### config.mk
export PLATFORM = sky130hd
export DESIGN_NAME = mux_demux_router
export DESIGN_NICKNAME = d
export VERILOG_FILES = /design/src/rtl/mux_demux_router.sv
export SDC_FILE = /design/constraint.sdc
export NUM_CORES = 1
export LEC_CHECK = 0
export CORE_UTILIZATION = 45
export DETAILED_ROUTE_END_ITERATION = 10
export PLACE_DENSITY_LB_ADDON = 0.15
export SETUP_SLACK_MARGIN = 0.1
export SLEW_MARGIN = 40
export SYNTH_ARGS = -nofsm -noshare
export SYNTH_HDL_FRONTEND = slang
export SYNTH_SLANG_ARGS = --single-unit
### constraint.sdc
create_clock -name clk -period 5.3 [get_ports clk]
set_clock_uncertainty 0.15 [all_clocks]
set_input_delay 1.06 -clock clk [delete_from_list [all_inputs] [get_ports clk]]
set_output_delay 1.06 -clock clk [all_outputs]
set_load 0.02 [all_outputs]
### src/rtl/mux_demux_router.sv
// Registered 1-to-NCH demultiplexer: valid/ready beats land in per-channel holding
// registers, each with an ack-cleared valid flag, plus a saturating transfer counter.
module mux_demux_router #(
  parameter int unsigned NCH = 32,
  parameter int unsigned DW  = 2
) (
  input  logic              clk,
  input  logic              rst,
  input  logic              in_valid,
  input  logic [4:0]        in_sel,
  input  logic [DW-1:0]     in_data,
  output logic              in_ready,
  input  logic              flush,
  output logic [NCH*DW-1:0] out_data,
  output logic [NCH-1:0]    out_valid,
  input  logic [NCH-1:0]    out_ack,
  output logic [7:0]        xfer_count
);

  typedef enum logic {
    EMPTY = 1'b0,
    FULL  = 1'b1
  } ch_state_e;

  ch_state_e         state_q [NCH];
  ch_state_e         state_d [NCH];
  logic [NCH*DW-1:0] data_q;
  logic [NCH*DW-1:0] data_d;
  logic [7:0]        count_q;
  logic [7:0]        count_d;
  logic [NCH-1:0]    hit;
  logic              accept;

  // An ack on the target channel frees its slot in the same cycle.
  assign in_ready = !flush && (!out_valid[in_sel] || out_ack[in_sel]);
  assign accept   = in_valid && in_ready;

  always_comb begin
    for (int unsigned i = 0; i < NCH; i++) begin
      out_valid[i] = (state_q[i] == FULL);
    end
  end

  always_comb begin
    for (int unsigned i = 0; i < NCH; i++) begin
      hit[i] = accept && (32'(in_sel) == i);
    end
  end

  always_comb begin
    data_d = data_q;
    for (int unsigned i = 0; i < NCH; i++) begin
      state_d[i] = state_q[i];
      unique case (state_q[i])
        EMPTY: begin
          if (hit[i]) state_d[i] = FULL;
        end
        FULL: begin
          // Accept wins over a coincident ack; flush wins over everything.
          if (flush)                    state_d[i] = EMPTY;
          else if (!hit[i] && out_ack[i]) state_d[i] = EMPTY;
        end
      endcase
      if (hit[i]) data_d[i*DW +: DW] = in_data;
    end
  end

  assign count_d = (accept && (count_q != 8'hFF)) ? count_q + 8'd1 : count_q;

  always_ff @(posedge clk or posedge rst) begin
    if (rst) begin
      for (int unsigned i = 0; i < NCH; i++) begin
        state_q[i] <= EMPTY;
      end
      data_q  <= '0;
      count_q <= '0;
    end else begin
      for (int unsigned i = 0; i < NCH; i++) begin
        state_q[i] <= state_d[i];
      end
      data_q  <= data_d;
      count_q <= count_d;
    end
  end

  assign out_data   = data_q;
  assign xfer_count = count_q;

endmodule

==> results.yml, run 1 <==
floorplan:
  num_rows: 38
  chipHeight_um: 109
  die_width_um: 109
  ios: 148
  core_um2: 11000
  start_util: 0.469
  die_area_um2: 11900
cells_and_area:
  final_cell_mix: "145 x clkdlybuf4s50_1, 104 x dfrtp_1, 35 x mux2_1, 31 x mux2_2, 22 x nor2_1"
  antenna_cells: 0
  final_common_cell: "clkdlybuf4s50_1"
  seq_area_um2: 2600
  nNetsFinal: 582
  stdcell_count: 682
  nFillCells: 885
  layout-drive-gt1-share: 0.168
  area_growth_pct: 35.8
  multi_input_area_um2: 2340
sta:
  slew_headroom: 0.408
  finalCritPeriodShare: 0.931
  rsz0062_at_grt: "false"
  setup_viol_count_final: 0
  worstMarginPinSlew_ps: 885
  tns_ps: 0
  hold_viol: 0
  fmaxAchievable_mhz: 203
  period_minus_slack_ps: 4930
  slew_viol_final: 0
synth:
  synth-xor-area-share: 0.0102
  synth_cell_types: 46
  synth_top_family_by_area: "multiplexers"
  synthSimpleGateAreaFrac: 0.147
  netlist_instances: 398
  avgSynthCellArea_um2: 13.0
  yosysSeqAreaShare: 0.503
  yosys.area_share.adder: 0.00242
  synth_compound_area_frac: 0.0653
  async_flop_share: 1.00
  syn-num-nets: 442
  synth_edf_count: 0
  synth_seq_cells: 104
  synthMuxAreaShare: 0.226
  ys_dominant_reg_cell: "dfrtp_1"
  yosys_warnings: 0
  synth_area_um2: 5170
worst_setup_path:
  cp-start-kind: "primary input"
  r2r_start: "out_valid[17]$_DFF_PP0_"
  cp_max_fo: 21
  path_class: "primary input to output pin"
  r2r_cells: 7
  crit_arrival_ps: 3720
  setup.worst_path.start: "in_sel[0]"
  end_kind: "output pin"
  worstPathRequired_ps: 4090
power:
  p_leak_nw: 3.17
  vdd_drop_max_uv: 204
  powerDensity_nw_per_um2: 303
route:
  first_iter_violations: 169
  drc: 0
  dr.pass1.iters: 5
  drt_wl_total_mm: 13.9
  routed_via_density: 5.71
  num_vias: 3894
  wire_per_inst_um: 20.4
  ant_nets: 0
cts:
  cts_tree: "built"
  clkTransAtPathRegs_ps: 70
  cts-htree-levels: 3
  postCtsHoldBufs: 0
  clk_path_buf_depth: 2
  postCtsSetupBuffers: 0
  clock_latency_ps: 340
  cts-root-buf: "clkbuf_16"
  clock-sinks: 104
  cts_resized: 0
  cts_buffers: 9
grt:
  antenna_found_initial: 0
  first_global_vias: 4066
  grt_pass1_wl_mm: 21.7
  grt-ovfl-total: 0
  grt_max_degree: 75
  grt_usage: 0.242
min_path:
  min_from: "out_data[5]$_DFFE_PP0P_"
  min_path_cells: 1
  min_path_type: "flop to flop"
placement:
  hpwl_mm: 10.0
  place_inst: 667
  gp_congestion: 0.864
  place.port_buffers: 147
run:
  cap_violations: 0
status:
  status: "complete, no violations"
metrics by stage:
stage | total power, mW | area, um^2 | util | setup slack (ps) | hold slack (ps)
2_1_floorplan | 1.22 | 5170 | - | 1360 | 436
3_3_place_gp | 1.47 | 6730 | 0.610 | 427 | 320
3_5_place_dp | 1.49 | 6730 | 0.610 | 377 | 328
4_1_cts | 2.15 | 7020 | 0.637 | 368 | 345
5_1_grt | 2.23 | 7030 | 0.637 | 294 | 359
6_report | 2.13 | 7030 | 0.637 | 367 | 339
synthesized netlist by cell type (3+ instances only):
master | count | area, um^2
clkbuf_1 | 13 | 48.8
mux2_2 | 31 | 349
nand3_1 | 12 | 60.1
xnor2_1 | 5 | 43.8
buf_4 | 3 | 22.5
buf_2 | 3 | 15.0
buf_6 | 5 | 56.3
nand4_1 | 12 | 75.1
mux2i_1 | 8 | 80.1
nor2b_1 | 8 | 50.1
and3_1 | 11 | 68.8
a2bb2oi_1 | 3 | 26.3
dfrtp_1 | 104 | 2600
nand3_2 | 10 | 100
a22oi_1 | 16 | 120
mux2_1 | 35 | 394
mux4_2 | 7 | 158
inv_1 | 16 | 60.1
nor3_1 | 3 | 15.0
nand2b_1 | 18 | 113
a32oi_1 | 14 | 123
nand2_1 | 4 | 15.0
nor2_1 | 22 | 82.6
mux4_1 | 6 | 158
final cells by class:
class / count / area share
Sequential cell: 104 / 0.370
Multi-Input combinational cell: 252 / 0.333
Timing Repair Buffer: 155 / 0.220
Clock buffer: 9 / 0.0321
Tap cell: 140 / 0.0249
Clock inverter: 6 / 0.00997
Inverter: 16 / 0.00926
cell families (layout without fill, tap and decap cells):
group	Yosys count	count (layout)
mux	89	89
fa+ha+maj	1	1
xor+xnor	6	6
flops	104	104
simple gates	116	116
buf+inv	42	186
compound gates	40	40
power breakdown:
part | internal, mW | switching, mW
sequential | 0.882 | 0.0640
clock | 0.367 | 0.294
combinational | 0.266 | 0.259
registers in the layout (all words and copies together) (netlist names):
signal,count
out_data,64
out_valid,32
xfer_count,8
metal layers:
layer / GRT usage / part of all wire
met5: 0 / 0
met4: 0.0829 / 0.015
met3: 0.0389 / 0.047
met2: 0.410 / 0.51
met1: 0.316 / 0.42
final timing paths:
path                                            end  slack, ps
max                                        in_ready        370
min in group asynchronous  out_data[27]$_DFFE_PP0P_       1040
max reg2reg                out_data[39]$_DFFE_PP0P_       2640
max in group asynchronous   out_data[3]$_DFFE_PP0P_       3110
min                         out_data[5]$_DFFE_PP0P_        340
min reg2reg                 out_data[5]$_DFFE_PP0P_        340
critical path, cell delays in order:
cell             delay, ps
clkdlybuf4s50_1        510
buf_12                 190
mux4_2                 530
a22oi_2                240
nand3_4                140
a21oi_4                250
and2_1                 190
clkdlybuf4s50_1        610
(Power assumes the default switching activity.)
==> run 2, diff against run 1 <==
--- a/config.mk
+++ b/config.mk
@@ -5,7 +5,7 @@
 export SDC_FILE = /design/constraint.sdc
 export NUM_CORES = 1
 export LEC_CHECK = 0
-export CORE_UTILIZATION = 45
+export CORE_UTILIZATION = 50
 export DETAILED_ROUTE_END_ITERATION = 10
 export PLACE_DENSITY_LB_ADDON = 0.15
 export SETUP_SLACK_MARGIN = 0.1
==> run 2 against run 1 <==
  * Non-clock buffer count did not move
  * First-iteration DRC count rose by 59%
  * Critical path type unchanged
  * Sequential share of layout area rose by 0.88 points
  * Register-to-register slack got worse by 50 ps
  * Utilization rose by 5.6 points
  * Clock-buffer cell count rose by 2
  * Flip-flop and latch count did not move
  * Wire length fell by 2.1%
  * Largest cell class unchanged
  * Global-route usage rose by 2.6 points
  * Largest power group unchanged
  * Critical path depth did not move
  * Setup slack got worse by 100 ps
  * Worst hold slack improved by 11 ps
==> results.yml, run 2 (same netlist as run 1, synthesis figures left out) <==
route:
  met2WireLength_mm: 6.81
  wl_met1_mm: 5.48
  wl_met3_mm: 1.10
  dr.pass1.iters: 5
  num_vias: 3883
  first_iter_violations: 269
  drc: 0
  drt_wl_total_mm: 13.6
  top_layer_used: "met4"
  wire_per_inst_um: 20.1
  ant_nets: 0
  routed_via_density: 5.74
floorplan:
  chipHeight_um: 104
  die_width_um: 104
  die_area_um2: 10800
  core_um2: 9910
  ios: 148
  num_rows: 36
  start_util: 0.522
cells_and_area:
  final_cell_mix: "145 x clkdlybuf4s50_1, 104 x dfrtp_1, 35 x mux2_1, 31 x mux2_2, 22 x nor2_1"
  final_util: 0.693
  stdcell_count: 676
  final_common_cell: "clkdlybuf4s50_1"
  area_growth_pct: 32.7
  antenna_cells: 0
  largest_reg_flops: 64
  seq_area_um2: 2600
  nFillCells: 769
  layout-drive-gt1-share: 0.166
  final_area_um2: 6860
  nNetsFinal: 582
  multi_input_area_um2: 2340
worst_setup_path:
  setup.worst_path.start: "in_sel[0]"
  end_kind: "output pin"
  crit_arrival_ps: 3820
  path_class: "primary input to output pin"
  r2r_start: "out_valid[18]$_DFF_PP0_"
  cp-start-kind: "primary input"
  cp_max_fo: 21
  worstPathRequired_ps: 4090
placement:
  place_inst: 660
  dpl_worst_slack_ps: 267
  place.port_buffers: 147
  dpl_cell_area_um2: 6700
  hpwl_mm: 9.87
  gp_congestion: 0.879
grt:
  grt_usage: 0.268
  grt_pass1_wl_mm: 22.3
  grt-ovfl-total: 0
  first_global_vias: 4152
  antenna_found_initial: 0
  grt_max_degree: 79
cts:
  postCtsHoldBufs: 0
  clkTransAtPathRegs_ps: 100
  postCtsSetupBuffers: 0
  clock-sinks: 104
  clk_path_buf_depth: 2
  cts-root-buf: "clkbuf_8"
  cts_buffers: 9
  cts-htree-levels: 3
  cts_resized: 0
  cts_tree: "built"
  clock_latency_ps: 370
min_path:
  min_from: "out_data[11]$_DFFE_PP0P_"
  min_path_type: "flop to flop"
run:
  cap_violations: 0
sta:
  worstMarginPinSlew_ps: 746
  slew_viol_final: 0
  hold_viol: 0
  setup_viol_count_final: 0
  tns_ps: 0
  fmaxAchievable_mhz: 199
  period_minus_slack_ps: 5030
  setup_ws_ps: 266
  slew_headroom: 0.501
  finalCritPeriodShare: 0.950
  rsz0062_at_grt: "false"
  fin_hold_ws_ps: 350
status:
  status: "complete, no violations"
power:
  powerDensity_nw_per_um2: 278
  vdd_drop_max_uv: 187
  p_leak_nw: 3.10
  power_mw: 1.91
## run 2: worst paths after layout
kind                                            endpoint  slack [ps]  cells past startpoint
worst min-delay path            out_data[11]$_DFFE_PP0P_         350                      1
min in group asynchronous       out_data[39]$_DFFE_PP0P_        1010                      2
max in group asynchronous        out_valid[24]$_DFF_PP0_        3140                      3
worst max-delay path                            in_ready         270                      8
worst max register to register  out_data[37]$_DFFE_PP0P_        2590                      7
worst min register to register  out_data[11]$_DFFE_PP0P_         350                      1
## run 2: per-layer routing
metal  vias to the layer above  global-route usage
met4                         0              0.0735
met1                      1967               0.332
met2                       150               0.454
met5                         -                   0
li1                       1747                   -
met3                        19              0.0812
## run 2: worst max-delay path, stage by stage
cell             delay (ps)
clkdlybuf4s50_1         470
buf_4                   300
mux4_2                  560
a22oi_2                 240
nand3_4                 140
a21oi_4                 250
and2_1                  180
clkdlybuf4s50_1         610
## run 2: area by class of cell
type                       count  area share
tap                          133      0.0242
clock buffer                  11      0.0191
sequential                   104       0.379
timing repair buffer         155       0.222
inverter                      16     0.00948
clock inverter                 5     0.00492
multi-input combinational    252       0.341
## run 2: power by group
group / total [mW] / switching, mW / internal, mW / leakage (nW)
clock network: 0.440 / 0.269 / 0.171 / 0.0793
registers: 0.945 / 0.0636 / 0.881 / 1.40
logic: 0.522 / 0.257 / 0.264 / 1.62
total: 1.91 / 0.590 / 1.32 / 3.10
==> run 3, diff against run 2 <==
--- a/config.mk
+++ b/config.mk
@@ -5,9 +5,11 @@
 export SDC_FILE = /design/constraint.sdc
 export NUM_CORES = 1
 export LEC_CHECK = 0
+export CORE_MARGIN = 10
 export CORE_UTILIZATION = 50
 export DETAILED_ROUTE_END_ITERATION = 10
 export PLACE_DENSITY_LB_ADDON = 0.15
+export RECOVER_POWER = 100
 export SETUP_SLACK_MARGIN = 0.1
 export SLEW_MARGIN = 40
 export SYNTH_ARGS = -nofsm -noshare
==> run 3 against run 2 <==
  * The run now ends with max-capacitance violations, max-slew violations left
  * Critical path type unchanged
  * Flip-flop and latch count did not move
  * Register-to-register slack got worse by 780 ps
  * Clock-buffer cell count fell by 1
  * Utilization fell by 2.8 points
  * Global-route usage fell by 6.8 points
  * Die area rose by 38%
  * Fmax fell by 0.30%
==> results.yml, run 3 (same netlist as run 1, synthesis figures left out) <==
power:
  vdd_drop_max_uv: 202
  power_mw: 1.90
  powerDensity_nw_per_um2: 281
  p_leak_nw: 3.35
cts:
  clkTransAtPathRegs_ps: 90
  clock_latency_ps: 370
  clk_path_buf_depth: 2
  clock-sinks: 104
  cts-htree-levels: 3
  cts_resized: 0
  postCtsSetupBuffers: 0
  cts_tree: "built"
  cts_buffers: 9
  postCtsHoldBufs: 0
  cts-root-buf: "clkbuf_8"
placement:
  place.port_buffers: 147
  hpwl_mm: 11.2
  dpl_cell_area_um2: 6710
  gp_congestion: 0.887
  place_inst: 663
sta:
  rsz0062_at_grt: "false"
  worstMarginPinSlew_ps: 2860
  fmaxAchievable_mhz: 198
  tns_ps: 0
  hold_viol: 0
  period_minus_slack_ps: 5050
  fin_hold_ws_ps: 335
  setup_viol_count_final: 0
  slew_headroom: -0.912
  slew_viol_final: 80
  finalCritPeriodShare: 0.953
grt:
  grt_pass1_wl_mm: 23.4
  grt_usage: 0.199
  antenna_found_initial: 0
  first_global_vias: 4195
  grt-ovfl-total: 0
  grt_max_degree: 80
route:
  num_vias: 3829
  wl_met3_mm: 1.10
  routed_via_density: 5.64
  ant_nets: 0
  first_iter_violations: 255
  met2WireLength_mm: 7.58
  drt_wl_total_mm: 14.7
  dr.pass1.iters: 4
  top_layer_used: "met4"
  drc: 0
  wl_met1_mm: 5.81
  wire_per_inst_um: 21.6
worst_setup_path:
  cp_max_fo: 21
  cpPeakStageDelay_ps: 610
  path_class: "primary input to output pin"
  critPathTopFamily: "buffers and inverters"
  crit_arrival_ps: 3840
  worst-path-buf-inv: 3
  worstPathRequired_ps: 4090
  end_kind: "output pin"
  cpMaxStageDelayCell: "clkdlybuf4s50_1"
  cp-start-kind: "primary input"
  path_cells: "dlygate4sd3_1 > buf_4 > mux4_2 > a22oi_2 > nand3_4 > a21oi_4 > and2_1 > clkdlybuf4s50_1"
cells_and_area:
  nFillCells: 842
  final_area_um2: 6770
  area_growth_pct: 30.8
  antenna_cells: 0
  layout-drive-gt1-share: 0.127
  final_cell_mix: "106 x dlygate4sd3_1, 104 x dfrtp_1, 39 x clkdlybuf4s50_1, 36 x mux2_1, 31 x mux2_2"
  largest_reg_flops: 64
  final_common_cell: "dlygate4sd3_1"
  stdcell_count: 679
  nNetsFinal: 582
status:
  status: "complete, but fails checks"
  failed_checks: "max-capacitance violations, max-slew violations"
floorplan:
  die_area_um2: 14800
  chipHeight_um: 122
  core_um2: 10200
  start_util: 0.508
  num_rows: 37
  die_width_um: 122
  ios: 148
min_path:
  min_path_type: "flop to flop"
run:
  cap_violations: 1
[run 3: final timing paths]
path	slack, ps	startpoint	to	cells past startpoint
min in group asynchronous	2010	rst	out_data[26]$_DFFE_PP0P_	2
worst min register to register	340	out_data[20]$_DFFE_PP0P_	out_data[20]$_DFFE_PP0P_	1
worst max register to register	1810	out_valid[18]$_DFF_PP0_	out_data[41]$_DFFE_PP0P_	7
worst max-delay path	250	in_sel[0]	in_ready	8
worst min-delay path	340	out_data[20]$_DFFE_PP0P_	out_data[20]$_DFFE_PP0P_	1
max in group asynchronous	1100	rst	out_valid[18]$_DFF_PP0_	3
[run 3: layer usage]
layer | vias up | global-route usage
met1 | 1928 | 0.238
met2 | 136 | 0.346
met5 | - | 0
met4 | 0 | 0.0566
met3 | 17 | 0.0537
li1 | 1748 | -
[run 3: worst reg2reg max path, stage by stage (launching register included)]
cell      delay (ps)
dfrtp_1          430
mux4_1           510
a22oi_1          200
and3_1           180
a21o_1            90
clkbuf_1        1050
nand3_1          350
mux2_1           420
[run 3: power breakdown]
| part | internal [mW] | switching, mW |
|---|---|---|
| registers | 0.881 | 0.0580 |
| logic | 0.229 | 0.259 |
| clock network | 0.191 | 0.285 |
[run 3: area by class of cell]
type / instances / area, um^2 / share of cell area
clock buffer: 10 / 138 / 0.0203
clock inverter: 6 / 51.3 / 0.00758
inverter: 16 / 60.1 / 0.00888
multi-input combinational: 252 / 2220 / 0.328
sequential: 104 / 2600 / 0.385
tap: 136 / 170 / 0.0252
timing repair buffer: 155 / 1530 / 0.226
[run 3: stage by stage]
step | worst slack [ps] | utilization
after floorplan | 1360 | -
after global placement | 360 | 0.659
after detailed placement | 294 | 0.659
after CTS | 289 | 0.678
after global routing | 107 | 0.664
final | 251 | 0.664
